### src/rtl/s_out_collector.sv
// Collects PE result words into a small FIFO and streams them downstream with last/done framing.
// Optional stall counter enabled by defining S_OUT_STALL_CNT_EN.
module s_out_collector #(
  parameter int N_BITS = 32,
  parameter int DEPTH  = 4
) (
  input  logic              clk_i,
  input  logic              rst_n_i,
  input  logic              mage_done_i,
  input  logic              start_i,
  input  logic [15:0]       cfg_len_i,
  input  logic              pe_valid_i,
  input  logic [N_BITS-1:0] pe_res_i,
  output logic              pea_ready_o,
  output logic              out_valid_o,
  output logic [N_BITS-1:0] out_data_o,
  output logic              out_last_o,
  input  logic              out_ready_i,
  output logic              done_o,
  output logic [15:0]       stall_cnt_o
);
  localparam int AW = (DEPTH > 1) ? $clog2(DEPTH) : 1;

  typedef enum logic [1:0] {IDLE, RUN, DRAIN} state_t;

  state_t             state, state_nxt;
  logic [N_BITS-1:0]  mem [DEPTH];
  logic [AW-1:0]      wr_ptr, rd_ptr;
  logic [AW:0]        count;
  logic [15:0]        len, in_cnt, out_cnt;
  logic               full, empty, push, pop, start_ok, last_pop, done_nxt;

  assign empty       = (count == '0);
  assign full        = (count == (AW+1)'(DEPTH));
  assign pea_ready_o = (state == RUN) && !full;
  assign out_valid_o = !empty;
  // Head is masked while empty so the stream data reads 0 out of reset.
  assign out_data_o  = empty ? '0 : mem[rd_ptr];
  assign out_last_o  = out_valid_o && (out_cnt == len - 16'd1);

  // Abort wins over every other event in the same cycle.
  assign push     = pe_valid_i && pea_ready_o && !mage_done_i;
  assign pop      = out_valid_o && out_ready_i && !mage_done_i;
  assign start_ok = (state == IDLE) && start_i && !mage_done_i;
  assign last_pop = pop && (state == DRAIN) && (out_cnt == len - 16'd1);

  always_comb begin
    state_nxt = state;
    done_nxt  = 1'b0;
    case (state)
      IDLE: if (start_ok) begin
        if (cfg_len_i != 16'd0) state_nxt = RUN;
        else                    done_nxt  = 1'b1;
      end
      RUN:   if (push && (in_cnt == len - 16'd1)) state_nxt = DRAIN;
      DRAIN: if (last_pop) begin
        state_nxt = IDLE;
        done_nxt  = 1'b1;
      end
      default: state_nxt = IDLE;
    endcase
    if (mage_done_i) begin
      state_nxt = IDLE;
      done_nxt  = 1'b0;
    end
  end

  always_ff @(posedge clk_i or negedge rst_n_i) begin
    if (!rst_n_i) begin
      state <= IDLE;
      done_o <= 1'b0;
    end else begin
      state <= state_nxt;
      done_o <= done_nxt;
    end
  end

  always_ff @(posedge clk_i) begin
    if (push) mem[wr_ptr] <= pe_res_i;
  end

  always_ff @(posedge clk_i or negedge rst_n_i) begin
    if (!rst_n_i) begin
      wr_ptr <= '0;
      rd_ptr <= '0;
      count  <= '0;
    end else if (mage_done_i) begin
      wr_ptr <= '0;
      rd_ptr <= '0;
      count  <= '0;
    end else begin
      if (push) wr_ptr <= wr_ptr + 1'b1;
      if (pop)  rd_ptr <= rd_ptr + 1'b1;
      case ({push, pop})
        2'b10:   count <= count + 1'b1;
        2'b01:   count <= count - 1'b1;
        default: count <= count;
      endcase
    end
  end

  always_ff @(posedge clk_i or negedge rst_n_i) begin
    if (!rst_n_i) begin
      len     <= '0;
      in_cnt  <= '0;
      out_cnt <= '0;
    end else if (mage_done_i) begin
      in_cnt  <= '0;
      out_cnt <= '0;
    end else if (start_ok && cfg_len_i != 16'd0) begin
      len     <= cfg_len_i;
      in_cnt  <= '0;
      out_cnt <= '0;
    end else begin
      if (push) in_cnt  <= in_cnt + 16'd1;
      if (pop)  out_cnt <= out_cnt + 16'd1;
    end
  end

`ifdef S_OUT_STALL_CNT_EN
  logic [15:0] stall_cnt;

  always_ff @(posedge clk_i or negedge rst_n_i) begin
    if (!rst_n_i)                      stall_cnt <= '0;
    else if (mage_done_i || start_ok)  stall_cnt <= '0;
    else if (out_valid_o && !out_ready_i && stall_cnt != 16'hFFFF)
      stall_cnt <= stall_cnt + 16'd1;
  end

  assign stall_cnt_o = stall_cnt;
`else
  assign stall_cnt_o = 16'd0;
`endif

endmodule

### config.mk
export PLATFORM = sky130hd
export DESIGN_NAME = s_out_collector
export DESIGN_NICKNAME = d
export VERILOG_FILES = /design/src/rtl/s_out_collector.sv
export SDC_FILE = /design/constraint.sdc
export NUM_CORES = 1
export LEC_CHECK = 0
export CORE_ASPECT_RATIO = 1.1
export CORE_MARGIN = 2
export CORE_UTILIZATION = 50
export DETAILED_ROUTE_END_ITERATION = 8
export PLACE_DENSITY = 0.85
export SETUP_SLACK_MARGIN = 0.05
export SLEW_MARGIN = 20
export SYNTH_ARGS = -nofsm -noshare
export SYNTH_HDL_FRONTEND = slang
export SYNTH_SLANG_ARGS = --single-unit
export TNS_END_PERCENT = 20
### constraint.sdc
create_clock -name clk_i -period 3.4 [get_ports clk_i]
set_input_delay 0.85 -clock clk_i [delete_from_list [all_inputs] [get_ports clk_i]]
set_output_delay 0.85 -clock clk_i [all_outputs]
set_load 0.05 [all_outputs]
# --- After elaboration in Yosys (flattened, before gate mapping) ---
# Memories as Yosys holds them, arrays and structs flattened.
# Cells that the tools add are included.
op_classes:
  n_reduce_logical: 25
  n_div: 0
  n_shift: 0
  order_cmp: 0
  n_eq_ne: 11
  n_bitwise: 1
  mul: 0
  add_sub_neg: 7
  mux: 26
ops:
  columns: ["op", "n"]
  rows:
  - ["$mux W16", 6]
  - ["$add A16 B1 Y16 const B", 2]
  - ["$eq A16 B16 Y1", 2]
  - ["$mux W32", 1]
  - ["$mux W2", 9]
  - ["$reduce_bool A16 Y1", 1]
  - ["$sub A16 B1 Y16 const B", 1]
  - ["$logic_and A1 B1 Y1", 12]
  - ["$reduce_bool A3 Y1", 3]
  - ["$mux W1", 6]
  - ["$ne A3 B2 Y1 const B", 2]
  - ["$ne A3 B3 Y1 const B", 2]
  - ["$pmux W2 S3", 1]
  - ["$pmux W3 S2", 1]
  - ["$add A2 B1 Y2 const B", 2]
  - ["$eq A2 B1 Y1 const B", 2]
  - ["$eq A2 B2 Y1 const B", 2]
  - ["$reduce_and A4 Y1", 1]
  - ["$reduce_bool A2 Y1", 2]
  - ["$add A3 B1 Y3 const B", 1]
  - ["$eq A3 B3 Y1 const B", 1]
  - ["$logic_not A1 Y1", 3]
  - ["$logic_not A3 Y1", 1]
  - ["$mux W3", 1]
  - ["other kinds (5)", 5]
totals:
  latch_bits: 0
  in_bits: 54
  wordCells: 79
  regBits: 58
  mem_count: 1
  mem_bits_rw: 128
  output_inout_bits: 52
  mem_bits_ro: 0
mem_list:
  columns: ["name", "depth", "word_bits", "rd", "rd_ports_with_merged_regs", "wr", "line_no", "source"]
  rows:
  - ["mem", 4, 32, 1, 0, 1, "27", "logic [N_BITS-1:0] mem [DEPTH];"]

# --- Depth between registers and ports, before layout ---
# Gate-level depths: netlist of the first run.
logic_depth:
  depth_word: 9
  ltp_mapped: 11

# --- Worst setup path after synthesis of the first run ---
# OpenSTA, ideal clock, no wires.
synth_timing:
  kind: "register to output"
  from: "register len[0]"
  to: "output port out_last_o"
  t_required_ns: 2.550
  setup_slack_ns: -0.359
  path_stages_with_launch: 11
  arrival_ns: 2.909
  n_path_buf: 2
  cell_sequence: "dfrtp_1 > buf_6 > inv_1 > ha_1 > or3b_1 > clkbuf_2 > o311ai_0 > nand3_1 > or4_1 > nor4b_4 > and3_1"
synth_between:
  elab_chain_cells: 3
synth_lines:
  columns: ["element", "line_no", "source"]
  rows:
  - ["from (decl)", "30", "logic [15:0] len, in_cnt, out_cnt;"]
  - ["from (signal assigned)", "111", "len <= cfg_len_i;"]
  - ["$sub A16 B1 Y16", "39", "assign out_last_o = out_valid_o && (out_cnt == len - 16'd1);"]
  - ["$eq A16 B16 Y1", "39", null]
  - ["$logic_and A1 B1 Y1", "39", null]
  - ["to (decl)", "17", "output logic out_last_o,"]
# Every way passes these cells.

# --- Final worst setup path of the first run ---
layout_timing:
  from: "register len[1]"
  to: "output port out_last_o"
# The elaborated chain is that of the path after synthesis.

==> flow_summary_export.csv, run 1 <==
group,metric,value,unit
run_status,status,"finished with violations",
run_status,violations_in_the_final_reports,"negative setup slack",
power_and_ir_drop,power.internal,5.20,mW
yosys,yosysSeqAreaShare,61.3,%
floorplanning,core-area,0.0170,mm2
clock_tree,cts-root-buf,"sky130_fd_sc_hd__clkbuf_16",
power_and_ir_drop,clock_power_share,25.3,%
grt,grt_start_max_net_pins,44,
clock_tree,clock_path_buffers,2,
critical_path,ff2ff_path_depth,11,
sta,post-route-worst-setup-slack,-0.475,ns
critical_path,reg2reg_to,"state[0]$_DFFE_PN0P_",
yosys,postSynthAreaPerCell,13.9,um2
clock_tree,clk_latency,0.43,ns
clock_tree,clk_pin_slew_worst_paths,0.07,ns
yosys,netlist_area_before_placement,0.00864,mm2
job,drv_cap,0,
sta,min_period_over_period,114,%
yosys,synth_async_sr_flop_share,31.2,%
critical_path,cp_data_arrival_time,3.02,ns
final_layout,drive_above_1_share,22.4,%
worst_hold_path,whs_path_depth,1,
yosys,ys.warnings.count,0,
grt,number_of_global_route_vias_before_repair,5791,
placed_design,finalWeightedCongestion,0.868,
final_layout,insertedDiodeCount,0,
power_and_ir_drop,power.share.switching,36.5,%
floorplanning,boundaryPins,106,
grt,grt_first_pass_wirelength,30.9,mm
sta,timing_hold_violations_final,0,
floorplanning,initial_core_utilization,50.9,%
critical_path,worst_r2r_startpoint,"len[0]$_DFFE_PN0P_",
grt,antenna_found_initial,0,
sta,holdWs,0.527,ns
detailed_routing,postRouteAntennaNets,0,
final_layout,finalNonFillerCells,983,
floorplanning,chipWidth,129,um
power_and_ir_drop,seq_power_share,32.0,%
clock_tree,clock_tree_from_tritoncts,"built",
power_and_ir_drop,power.density,750,mW/mm2
detailed_routing,drt-vias-per-instance,5.63,
clock_tree,clock-sinks,186,
sta,final.min_clock_period,3.87,ns
placed_design,dp_hpwl,13.2,mm
floorplanning,design.die.area,0.0183,mm2
yosys,synth_flop_cell,"sky130_fd_sc_hd__edfxtp_1",
power_and_ir_drop,max_vdd_drop,0.859,mV
critical_path,end_kind,"output pin",
detailed_routing,vias,5534,
critical_path,r2r_slack,0.42,ns
placed_design,io_buffer_count,89,
critical_path,required,2.55,ns
sta,rsz0062_at_grt,"true",
final_layout,fin_nets,798,
sta,skew,0.0170,ns
sta,finalSetupViolCount,1,
yosys,synth-edff-count,128,
detailed_routing,routed_wl,19.4,mm
power_and_ir_drop,cellLeakagePower,3.97,nW
clock_tree,cts_max_level,4,
critical_path,crit_path_start_kind,"flop",
grt,globalRoute.totalOverflow,0,
sta,peak_clock_frequency_supported_by_timing,258,MHz
final_layout,most_common_library_cell_in_the_layout_ignoring_fill_and_taps,"sky130_fd_sc_hd__edfxtp_1",
sta,finalMaxSlewViolations,0,
sta,timing.slew.headroom,34.8,%
detailed_routing,first_pass_detailed_route_iteration_total,5,
power_and_ir_drop,combPwrFrac,42.7,%
clock_tree,cts_bufs_inserted,17,
final_layout,most-common-layout-cells,"128 x sky130_fd_sc_hd__edfxtp_1, 57 x sky130_fd_sc_hd__dfrtp_1, 54 x sky130_fd_sc_hd__clkdlybuf4s50_1",
detailed_routing,drc_violations_left,0,
power_and_ir_drop,p_sw,3.00,mW
sta,timing_worst_slew_pin_value,0.978,ns
detailed_routing,wire_per_inst,19.7,um
floorplanning,placementRows,50,
critical_path,crit_type,"flop to output pin",
floorplanning,floorplan.die.height,142,um
yosys,synthDistinctLibCells,57,
clock_tree,number_of_buffers_added_to_fix_hold_violations_after_cts,0,
grt,track_usage,22.4,%
detailed_routing,dr.first_iter.drc_count,393,
final_layout,area.growth.synth_to_final,26.6,%
yosys,ys_ff_latch,186,
placed_design,placedCellCount,949,
worst_hold_path,min-delay-path-class,"flop to flop",
yosys,synthesis.instances,621,
worst_hold_path,worst_hold_startpoint,"state[0]$_DFFE_PN0P_",
worst_hold_path,worst_hold_path.endpoint,"done_o$_DFF_PN0_",
critical_path,worstPathMaxFanout,9,
-- final cells by class --
type	instances	area (um2)
Clock buffer	17	425
Clock inverter	15	210
Fill cell	1177	6020
Inverter	12	45.0
Multi-Input combinational cell	390	3120
Sequential cell	186	5300
Tap cell	234	293
Timing Repair Buffer	129	1540
-- power by group through the flow --
| stage | combinational (mW) | sequential (mW) | clock (mW) |
|---|---|---|---|
| 2_1_floorplan | 1.98 | 2.64 | 0 |
| 6_report | 3.50 | 2.62 | 2.08 |
| 3_5_place_dp | 3.48 | 2.67 | 0 |
| 5_1_grt | 3.68 | 2.63 | 2.19 |
| 3_3_place_gp | 3.45 | 2.66 | 0 |
| 4_1_cts | 3.53 | 2.62 | 2.11 |
-- cell families (layout without fill, tap and decap cells) --
group           after synthesis  after routing  synth area share (%)
simple gates                207            207                  13.1
flops                       186            186                  61.3
buf+inv                      60            173                  3.58
xor+xnor                     59             59                  6.30
compound gates               50             50                  3.80
mux                          50             50                  10.6
fa+ha+maj                     8              8                  1.25
other cells                   1             16                0.0434
-- timing repair --
item / 4_1_cts / 5_1_grt
gates resized for setup: 6 / 1
endpoints found under the setup margin: 1 / 1
buffers inserted: 2 / 0
pin swaps: 5 / 1
-- through the flow --
stage                     power (mW)  cell area (um2)  utilization [%]  worst slack [ns]  setup TNS, ns
after floorplan                 4.62             8710                -            0.0224              0
after global placement          6.11            10300             60.6          -0.00562       -0.00562
after detailed placement        6.15            10300             60.6           -0.0335        -0.0335
after CTS                       8.26            10900             64.5            -0.489         -0.489
after global routing            8.51            10900             64.5            -0.583         -0.583
final                           8.20            10900             64.5            -0.475         -0.475
-- routing by layer --
layer	wire length, um	part of all wire [%]	track usage [%]
met5	0	0	0
met4	361	1.9	6.41
met3	894	4.6	5.28
met2	10600	55	40.4
met1	7540	39	26.5
-- worst max-delay path by stage --
| stage | start | end | slack [ns] |
|---|---|---|---|
| after floorplan | len[0]$_DFFE_PN0P_ | out_last_o | 0.02 |
| after global placement | len[0]$_DFFE_PN0P_ | out_last_o | -0.006 |
| after detailed placement | len[0]$_DFFE_PN0P_ | out_last_o | -0.03 |
| after CTS | len[0]$_DFFE_PN0P_ | out_last_o | -0.49 |
| after global routing | len[1]$_DFFE_PN0P_ | out_last_o | -0.58 |
| final | len[1]$_DFFE_PN0P_ | out_last_o | -0.47 |
-- cells in the mapped netlist (14+ instances only) --
| cell | n | share of area (%) |
|---|---|---|
| sky130_fd_sc_hd__a21oi_1 | 14 | 0.81 |
| sky130_fd_sc_hd__and2_1 | 40 | 2.9 |
| sky130_fd_sc_hd__buf_4 | 17 | 1.5 |
| sky130_fd_sc_hd__clkbuf_1 | 22 | 0.96 |
| sky130_fd_sc_hd__dfrtp_1 | 58 | 17 |
| sky130_fd_sc_hd__edfxtp_1 | 128 | 45 |
| sky130_fd_sc_hd__mux2_2 | 15 | 2.0 |
| sky130_fd_sc_hd__mux4_2 | 32 | 8.3 |
| sky130_fd_sc_hd__nand2_1 | 24 | 1.0 |
| sky130_fd_sc_hd__nand3_1 | 23 | 1.3 |
| sky130_fd_sc_hd__nand4_1 | 14 | 1.0 |
| sky130_fd_sc_hd__nor2_1 | 48 | 2.1 |
| sky130_fd_sc_hd__xnor2_1 | 25 | 2.5 |
| sky130_fd_sc_hd__xor2_1 | 32 | 3.2 |
-- state kept, by name, summed over array words and instances, names as in the netlist --
| register | flops |
|---|---|
| count | 3 |
| state | 2 |
| out_cnt | 16 |
| in_cnt | 16 |
| wr_ptr | 2 |
| len | 16 |
| mem | 128 |
| rd_ptr | 2 |
| done_o | 1 |
-- critical path, stage by stage, from the launching register on --
cell	delay (ns)
sky130_fd_sc_hd__dfrtp_1	0.41
sky130_fd_sc_hd__or4_4	0.53
sky130_fd_sc_hd__buf_6	0.15
sky130_fd_sc_hd__o21ai_1	0.14
sky130_fd_sc_hd__a21oi_1	0.11
sky130_fd_sc_hd__or4_4	0.55
sky130_fd_sc_hd__nor4b_4	0.33
sky130_fd_sc_hd__and3_4	0.25
sky130_fd_sc_hd__buf_12	0.13
Power figures use the tool's default switching activity.
==> inputs of run 2 (changes only) <==
--- a/config.mk
+++ b/config.mk
@@ -5,10 +5,9 @@
 export SDC_FILE = /design/constraint.sdc
 export NUM_CORES = 1
 export LEC_CHECK = 0
-export CORE_ASPECT_RATIO = 1.1
-export CORE_MARGIN = 2
 export CORE_UTILIZATION = 50
 export DETAILED_ROUTE_END_ITERATION = 8
+export MAX_ROUTING_LAYER = met4
 export PLACE_DENSITY = 0.85
 export SETUP_SLACK_MARGIN = 0.05
 export SLEW_MARGIN = 20
==> flow_summary_export.csv, run 2 (synthesis gave the netlist of run 1 again) <==
group,metric,value,unit
sta,peak_clock_frequency_supported_by_timing,253,MHz
sta,finalMaxSlewViolations,0,
grt,antenna_found_initial,1,
floorplanning,design.die.area,0.0178,mm2
placed_design,finalWeightedCongestion,0.957,
floorplanning,initial_core_utilization,51.7,%
sta,timing_worst_slew_pin_value,0.565,ns
final_layout,fillCellCount,1226,
detailed_routing,postRouteAntennaNets,0,
power_and_ir_drop,p_sw,2.80,mW
power_and_ir_drop,total_power,7.43,mW
grt,globalRoute.totalOverflow,0,
detailed_routing,drt-vias-per-instance,5.65,
clock_tree,cts_bufs_inserted,17,
detailed_routing,routed_wl,18.7,mm
power_and_ir_drop,power.share.switching,37.6,%
sta,rsz0062_at_grt,"true",
clock_tree,number_of_buffers_added_to_fix_hold_violations_after_cts,0,
placed_design,post-place-ws,-0.0648,ns
final_layout,largest_reg_flops,128,
floorplanning,boundaryPins,106,
power_and_ir_drop,clock_power_share,26.3,%
critical_path,cpMostUsedCell,"sky130_fd_sc_hd__or4_4",
critical_path,crit_path_max_incr_delay,0.54,ns
final_layout,max_flop_register,"mem",
final_layout,most-common-layout-cells,"128 x sky130_fd_sc_hd__edfxtp_1, 70 x sky130_fd_sc_hd__buf_4, 57 x sky130_fd_sc_hd__dfrtp_1",
clock_tree,clk_pin_slew_worst_paths,0.07,ns
critical_path,crit_type,"flop to output pin",
sta,min_period_over_period,116,%
final_layout,final-seq-area,0.00530,mm2
floorplanning,core-area,0.0167,mm2
final_layout,finalNonFillerCells,971,
clock_tree,cts-root-buf,"sky130_fd_sc_hd__clkbuf_16",
critical_path,worstSetupStartpoint,"len[1]$_DFFE_PN0P_",
power_and_ir_drop,cellLeakagePower,3.85,nW
clock_tree,clock-sinks,186,
final_layout,most_common_library_cell_in_the_layout_ignoring_fill_and_taps,"sky130_fd_sc_hd__edfxtp_1",
power_and_ir_drop,seq_power_share,35.2,%
critical_path,required,2.55,ns
critical_path,list_of_cells_traversed_by_the_critical_path,"or4_4, or4_4, or4_1, o311ai_1, and4b_1, and3_4, buf_12",
grt,grt_start_max_net_pins,35,
final_layout,area.growth.synth_to_final,21.5,%
final_layout,fin_nets,800,
sta,timing_hold_violations_final,0,
detailed_routing,dr.first_iter.drc_count,273,
detailed_routing,drc_violations_left,0,
detailed_routing,vias,5487,
final_layout,multi_input_comb_area,0.00312,mm2
critical_path,critical_path.slowest_cell,"sky130_fd_sc_hd__or4_4",
critical_path,worstPathMaxFanout,4,
final_layout,drive_above_1_share,22.1,%
final_layout,postLayoutCellArea,0.0105,mm2
critical_path,cp_data_arrival_time,3.10,ns
sta,holdWs,0.295,ns
sta,finalSetupViolCount,1,
floorplanning,chipWidth,133,um
power_and_ir_drop,power.internal,4.64,mW
placed_design,dp_hpwl,13.0,mm
clock_tree,clk_latency,0.43,ns
grt,number_of_global_route_vias_before_repair,5789,
power_and_ir_drop,power.density,708,mW/mm2
floorplanning,placementRows,47,
power_and_ir_drop,max_vdd_drop,0.777,mV
critical_path,end_kind,"output pin",
run_status,violations_in_the_final_reports,"negative setup slack",
clock_tree,clock_tree_from_tritoncts,"built",
clock_tree,cts_max_level,4,
placed_design,placedCellCount,936,
power_and_ir_drop,combPwrFrac,38.5,%
grt,track_usage,23.0,%
sta,skew,0.00814,ns
job,drv_cap,0,
placed_design,io_buffer_count,89,
grt,grt_first_pass_wirelength,30.1,mm
clock_tree,clock_path_buffers,2,
critical_path,crit_path_start_kind,"flop",
detailed_routing,first_pass_detailed_route_iteration_total,5,
detailed_routing,wire_per_inst,19.3,um
floorplanning,floorplan.die.height,133,um
sta,post-route-worst-setup-slack,-0.550,ns
worst_hold_path,min-delay-path-class,"primary input to async pin",
sta,timing.slew.headroom,62.2,%
run_status,status,"finished with violations",
critical_path,worst_r2r_startpoint,"len[1]$_DFFE_PN0P_",
sta,final.min_clock_period,3.95,ns
placed_design,place_area,0.00987,mm2
-- run 2: worst max-delay path: cells and delay by family, from the launching register on --
| family | cells | cell delay [ns] |
|---|---|---|
| simple gates | 5 | 2.01 |
| compound gates | 1 | 0.10 |
| flops | 1 | 0.42 |
| buf+inv | 1 | 0.13 |
-- run 2: worst paths after layout --
| check | end | slack, ns | depth (start not counted) |
|---|---|---|---|
| worst min register to register | done_o$_DFF_PN0_ | 0.54 | 1 |
| worst max-delay path | out_last_o | -0.55 | 7 |
| max in group asynchronous | len[3]$_DFFE_PN0P_ | 2.46 | 2 |
| worst max register to register | state[0]$_DFFE_PN0P_ | 0.32 | 11 |
| min in group clk_i | done_o$_DFF_PN0_ | 0.54 | 1 |
| worst min-delay path | in_cnt[11]$_DFFE_PN0P_ | 0.29 | 1 |
-- run 2: per-stage QoR --
step           utilization, %  TNS [ns]
2_1_floorplan               -         0
3_3_place_gp             59.1   -0.0131
3_5_place_dp             59.1   -0.0648
4_1_cts                  62.7    -0.521
5_1_grt                  62.8    -0.590
6_report                 62.8    -0.550
-- run 2: layout make-up --
type,count,area share [%]
Tap cell,220,2.62
Multi-Input combinational cell,390,29.7
Antenna cell,1,0.0238
Sequential cell,186,50.5
Inverter,12,0.429
Timing Repair Buffer,131,11.2
Clock buffer,17,4.05
Clock inverter,14,1.50
-- run 2: what timing repair did --
action / 4_1_cts / 5_1_grt
resized for setup: 0 / 5
buffers inserted: 2 / 1
setup endpoints to repair: 1 / 2
pin swaps: 1 / 5
-- run 2: routing by layer --
| metal | routed length [um] | vias up | global-route usage (%) |
|---|---|---|---|
| li1 | - | 2513 | - |
| met1 | 7460 | 2768 | 26.8 |
| met2 | 9870 | 171 | 38.9 |
| met3 | 1090 | 35 | 6.20 |
| met4 | 338 | 0 | 7.13 |
| met5 | 0 | - | - |
-- run 2: power by group through the flow --
stage	Clock (mW)	Combinational [mW]	Sequential (mW)
2_1_floorplan	0	1.98	2.64
3_3_place_gp	0	2.80	2.65
3_5_place_dp	0	2.84	2.67
4_1_cts	1.98	2.86	2.62
5_1_grt	2.07	3.00	2.63
6_report	1.95	2.86	2.62
